**config.mk**
```make
export PLATFORM = sky130hd
export DESIGN_NAME = uart_tx_param
export DESIGN_NICKNAME = d
export VERILOG_FILES = /design/src/rtl/uart_tx_param.sv
export SDC_FILE = /design/constraint.sdc
export NUM_CORES = 1
export LEC_CHECK = 0
export BUFFER_PORTS_ARGS = -buffer_cell sky130_fd_sc_hd__buf_4
export CAP_MARGIN = 20
export CORE_MARGIN = 2
export CORE_UTILIZATION = 61
export CTS_CLUSTER_SIZE = 30
export DETAILED_ROUTE_END_ITERATION = 6
export PLACE_DENSITY = 0.8
export SYNTH_ARGS = -nofsm -noshare
export SYNTH_HDL_FRONTEND = slang
export SYNTH_SLANG_ARGS = --single-unit
```
**constraint.sdc**
```tcl
create_clock -name clk -period 4.4 [get_ports clk]
set_input_delay 0.88 -clock clk [delete_from_list [all_inputs] [get_ports clk]]
set_output_delay 0.88 -clock clk [all_outputs]
set_load 0.005 [all_outputs]
```
**src/rtl/uart_tx_param.sv**
```systemverilog
// Parametrised UART transmitter: one character per valid/ready handshake,
// configurable data width, parity, stop bits and baud divider. All outputs registered.
module uart_tx_param #(
  parameter int unsigned CLK_FREQ  = 16000000,
  parameter int unsigned BAUD      = 115200,
  parameter int unsigned DATA_BITS = 8,
  parameter int unsigned PARITY    = 0,
  parameter int unsigned STOP_BITS = 1
) (
  input  logic                 clk,
  input  logic                 rst,
  input  logic [DATA_BITS-1:0] tx_data,
  input  logic                 tx_valid,
  output logic                 tx_ready,
  output logic                 tx,
  output logic                 idle,
  output logic                 tx_done
);

  localparam int unsigned Div  = CLK_FREQ / BAUD;
  // Guarded so an illegal Div still reaches the elaboration error below.
  localparam int unsigned CntW = (Div >= 2) ? $clog2(Div) : 1;
  localparam int unsigned IdxW = $clog2(DATA_BITS + 1);

  if (Div < 2) begin : g_bad_div
    $error("uart_tx_param: CLK_FREQ / BAUD must be at least 2");
  end
  if (DATA_BITS < 5 || DATA_BITS > 9) begin : g_bad_data_bits
    $error("uart_tx_param: DATA_BITS must be 5..9");
  end
  if (PARITY > 2) begin : g_bad_parity
    $error("uart_tx_param: PARITY must be 0, 1 or 2");
  end
  if (STOP_BITS < 1 || STOP_BITS > 2) begin : g_bad_stop_bits
    $error("uart_tx_param: STOP_BITS must be 1 or 2");
  end

  typedef enum logic [2:0] {StIdle, StStart, StData, StPar, StStop} state_e;

  state_e                 state_q, state_d;
  logic [CntW-1:0]        cnt_q, cnt_d;
  logic [IdxW-1:0]        idx_q, idx_d;
  logic [DATA_BITS-1:0]   shift_q, shift_d;
  logic                   par_q, par_d;
  logic                   stop_q, stop_d;
  logic                   tx_q, tx_d;
  logic                   idle_q, idle_d;
  logic                   done_q, done_d;
  logic                   bit_end;

  assign bit_end = (cnt_q == CntW'(Div - 1));

  // Next-state logic; tx_d is the line value for the bit that starts at the next edge.
  always_comb begin
    state_d = state_q;
    cnt_d   = cnt_q;
    idx_d   = idx_q;
    shift_d = shift_q;
    par_d   = par_q;
    stop_d  = stop_q;
    tx_d    = tx_q;
    done_d  = 1'b0;

    unique case (state_q)
      StIdle: begin
        tx_d = 1'b1;
        if (tx_valid) begin
          shift_d = tx_data;
          // Odd parity inverts the data XOR so data+parity has an odd count of ones.
          par_d   = (PARITY == 1) ? ~(^tx_data) : (^tx_data);
          cnt_d   = '0;
          idx_d   = '0;
          stop_d  = 1'b0;
          tx_d    = 1'b0;
          state_d = StStart;
        end
      end
      StStart: begin
        cnt_d = bit_end ? '0 : cnt_q + CntW'(1);
        if (bit_end) begin
          tx_d    = shift_q[0];
          state_d = StData;
        end
      end
      StData: begin
        cnt_d = bit_end ? '0 : cnt_q + CntW'(1);
        if (bit_end) begin
          if (idx_q == IdxW'(DATA_BITS - 1)) begin
            if (PARITY != 0) begin
              tx_d    = par_q;
              state_d = StPar;
            end else begin
              tx_d    = 1'b1;
              state_d = StStop;
            end
          end else begin
            idx_d   = idx_q + IdxW'(1);
            shift_d = shift_q >> 1;
            tx_d    = shift_q[1];
          end
        end
      end
      StPar: begin
        cnt_d = bit_end ? '0 : cnt_q + CntW'(1);
        if (bit_end) begin
          tx_d    = 1'b1;
          state_d = StStop;
        end
      end
      StStop: begin
        cnt_d = bit_end ? '0 : cnt_q + CntW'(1);
        if (bit_end) begin
          if (stop_q == 1'(STOP_BITS - 1)) begin
            tx_d    = 1'b1;
            done_d  = 1'b1;
            state_d = StIdle;
          end else begin
            stop_d = 1'b1;
          end
        end
      end
      default: begin
        tx_d    = 1'b1;
        state_d = StIdle;
      end
    endcase

    idle_d = (state_d == StIdle);
  end

  // State and output registers with synchronous reset.
  always_ff @(posedge clk) begin
    if (rst) begin
      state_q <= StIdle;
      cnt_q   <= '0;
      idx_q   <= '0;
      shift_q <= '0;
      par_q   <= 1'b0;
      stop_q  <= 1'b0;
      tx_q    <= 1'b1;
      idle_q  <= 1'b1;
      done_q  <= 1'b0;
    end else begin
      state_q <= state_d;
      cnt_q   <= cnt_d;
      idx_q   <= idx_d;
      shift_q <= shift_d;
      par_q   <= par_d;
      stop_q  <= stop_d;
      tx_q    <= tx_d;
      idle_q  <= idle_d;
      done_q  <= done_d;
    end
  end

  assign tx       = tx_q;
  assign idle     = idle_q;
  assign tx_ready = idle_q;
  assign tx_done  = done_q;

endmodule

```
==> metrics.md <==
| Metric | Value |
|---|---|
| Critical path class | flip-flop to flip-flop |
| Outcome | finished clean |
| Hold buffers post-CTS | 0 |
| Core area | roughly 2200 sq um |
| Total GRT Usage | 0.235 |
| Area Growth Syn to Fin | 7.12% |
| Power Density | 288 nW/um^2 |
| FF+latch count, synth | 26 |
| DR vias | ~1100 |
| CP peak stage delay | approximately 0.86 ns |
| Leak | 0.549 nW |
| Post-synth top area share | 0.366 |
| DR pass1 iterations | 4 |
| Dpl hpwl | roughly 1800 um |
| Distinct cells, synth | between 40 and 50 |
| Cell taking the most area after synthesis | dfxtp_1 |
| Synth Instances | 150 |
| Power, Total | 0.439 mW |
| Worst-Margin Slew | 0.967 ns |
| Initial core utilization | 0.644 |
| Initial antenna violation count | 0 |
| Final Max Slew Viols | 0 |
| Setup TNS Final | 0 ns |
| CP required | about 4.7 ns |
| Register area share after synthesis | 0.366 |
| Max Clock Skew | ~0.0045 ns |
| Post-synth net total | approximately 160 |
| Total global routing overflow | 0 |
| Final GP Congestion | between 0.7 and 0.8 |
| Post-synth EDFFs | 0 |
| Relative slew slack | 0.352 |
| Post-Syn Area | about 1400 sq um |
| Die area | 2740 sq um |
| XOR/XNOR share of the synthesized area | 0.0369 |
| Clk slew on worst S/H paths | around 0.14 ns |
| Post-synthesis mux area share | 0.0492 |
| Crit path capture type | flip-flop |
| CTS tree | done |
| Rows | 17 |
| Worst vdd ir | around 220 uV |
| CP max-delay cell | nor3b_2 |
| Die Height | ~52 um |
| RSZ-0062 raised after global routing | no |
| Vias per cell | just over 6 |
| CTS root buf | clkbuf_4 |
| Top cells by count, synth | dfxtp_1 (26), nor2_1 (16), a21oi_1 (10), mux2i_1 (7), nand3_1 (7) |
| TritonCTS Sinks | 26 |
| Delay-heaviest family, CP | simple AND/OR/NAND/NOR gates |
| Fill cells | between 150 and 200 |
| Die width | between 50 and 60 um |
| Port Buffer Count | 14 |
| Crit-path max FO | 17 |
| Adder-cell share of the synthesized area | 0.0264 |
| Deepest clock path buffer count | 2 |
| I/O Pins | 15 |
| Final min period | about 2.5 ns |
| Largest net degree at the start of global routing | 21 |
| First-pass GRT wire length | between 4000 and 5000 um |
| Vias in the first global route | roughly 1100 |
| Worst setup SP type | flip-flop |
| Compound-cell area share of the yosys netlist | 0.199 |
| Simple-Gate Fraction of Synth Area | 0.256 |
| Hold Violations, Final | 0 |
| Final period util | 0.571 |
| 1st-iter DRT viols | 26 |
| # diodes | 0 |
| Drt total wl | approximately 2600 um |
| Syn avg cell area | between 9 and 10 sq um |
| Remaining antenna violation count | 0 |
| Warnings, synthesis | 0 |
| Core Util, Final | 0.689 |
| Worst EP arrival | approximately 2.8 ns |
| Postcts setup bufs | 0 |
| Total CTS buffers | 3 |
| Worst Path Buf+Inv | 0 |
| Max cap viols | 0 |
| Finish-stage setup viols | 0 |
| DRC viols | 0 |
| Fmax | between 300 and 400 MHz |
| Most frequent cell after synthesis | dfxtp_1 |
| Async SR Flop Fraction | 0 |
| Worst-Skew Late Latency | ~0.33 ns |
| Nets | ~170 |
| Hold WC Path Type | flip-flop to flip-flop |
| Top_reg_cell synth | dfxtp_1 |
| Routed wire per std cell | roughly 14 um |
| Ordered cell list for the critical path | nor3b_2 -> a41o_1 -> nor2_1 -> a211oi_1 |
| Share of cells above drive strength 1 | 0.190 |
| PostCTS Resize Cnt | 0 |
| Largest family of logic cells by synthesized area | simple AND/OR/NAND/NOR gates |
| Top area cells in the synthesized netlist | dfxtp_1 (37%), mux2i_1 (4.9%), nor2_1 (4.2%) |
| Max H-tree Level | 1 |
kinds of logic (layout without fill, tap and decap cells):
group	Yosys count	after routing
xor gates and xnor gates	6	6
DFF	26	26
AOI/OAI and AO/OA	36	36
muxes	7	7
adders and majority gates	3	3
and+or+nand+nor	58	58
buffers and inverters	14	22
registers in the layout (all words and copies together) (netlist names):
name and count:
cnt_q 8, shift_q 8, idx_q 4, state_q 3, idle 1, tx 1, tx_done 1
cell type report:
type | count | area (sq um) | share of cell area
tap | 28 | 35.0 | 0.0230
clock buffer | 4 | 36.3 | 0.0238
sequential | 26 | 520 | 0.341
inverter | 4 | 15.0 | 0.00984
timing repair buffer | 14 | 105 | 0.0689
multi-input combinational | 110 | 813 | 0.533
layout by cell type, fill, tap and decap left out, types with 4 or more instances in the layout:
cell type,netlist,layout
dfxtp_1,26,26
nor2_1,16,16
buf_4,3,14
a21oi_1,10,10
nand3_1,7,7
mux2i_1,7,7
nand2_1,6,6
a211oi_1,6,6
inv_1,4,4
xor2_1,4,4
per-layer routing:
layer / share of wire / routed length (um) / track usage
met4: 0.011 / 29 / 0.0983
met5: 0 / 0 / 0
met2: 0.47 / 1230 / 0.369
met1: 0.48 / 1250 / 0.326
met3: 0.033 / 86 / 0.0257
metrics by stage:
stage / area (sq um) / setup slack, ns / hold WS [ns] / instances
after global placement: 1490 / 2.02 / 0.465 / 182
final: 1530 / 1.89 / 0.504 / 186
after global routing: 1530 / 1.66 / 0.530 / 186
after detailed placement: 1490 / 1.93 / 0.491 / 182
after CTS: 1530 / 1.89 / 0.512 / 186
after floorplan: 1420 / 2.48 / 0.447 / 150
final timing paths:
kind	to	cells after the start	from	slack, ns
setup / recovery	shift_q[3]$_SDFFE_PP0P_	4	state_q[1]$_SDFF_PP0_	1.89
hold / removal	cnt_q[7]$_SDFFE_PP0P_	2	cnt_q[7]$_SDFFE_PP0P_	0.50
setup reg to reg	shift_q[3]$_SDFFE_PP0P_	4	state_q[1]$_SDFF_PP0_	1.89
hold reg to reg	cnt_q[7]$_SDFFE_PP0P_	2	cnt_q[7]$_SDFFE_PP0P_	0.50
power breakdown:
| group | internal (mW) | switching [mW] |
|---|---|---|
| Clock | 0.0507 | 0.0726 |
| Combinational | 0.0297 | 0.0288 |
| Sequential | 0.247 | 0.0110 |
worst register-to-register path, delay by kind of cell (launching register included):
kind	cells	cell delay, ns
AND/OR/NAND/NOR	2	0.95
flip-flops	1	0.59
AO/OA/AOI/OAI	2	0.90
Power figures use the tool's default switching activity.
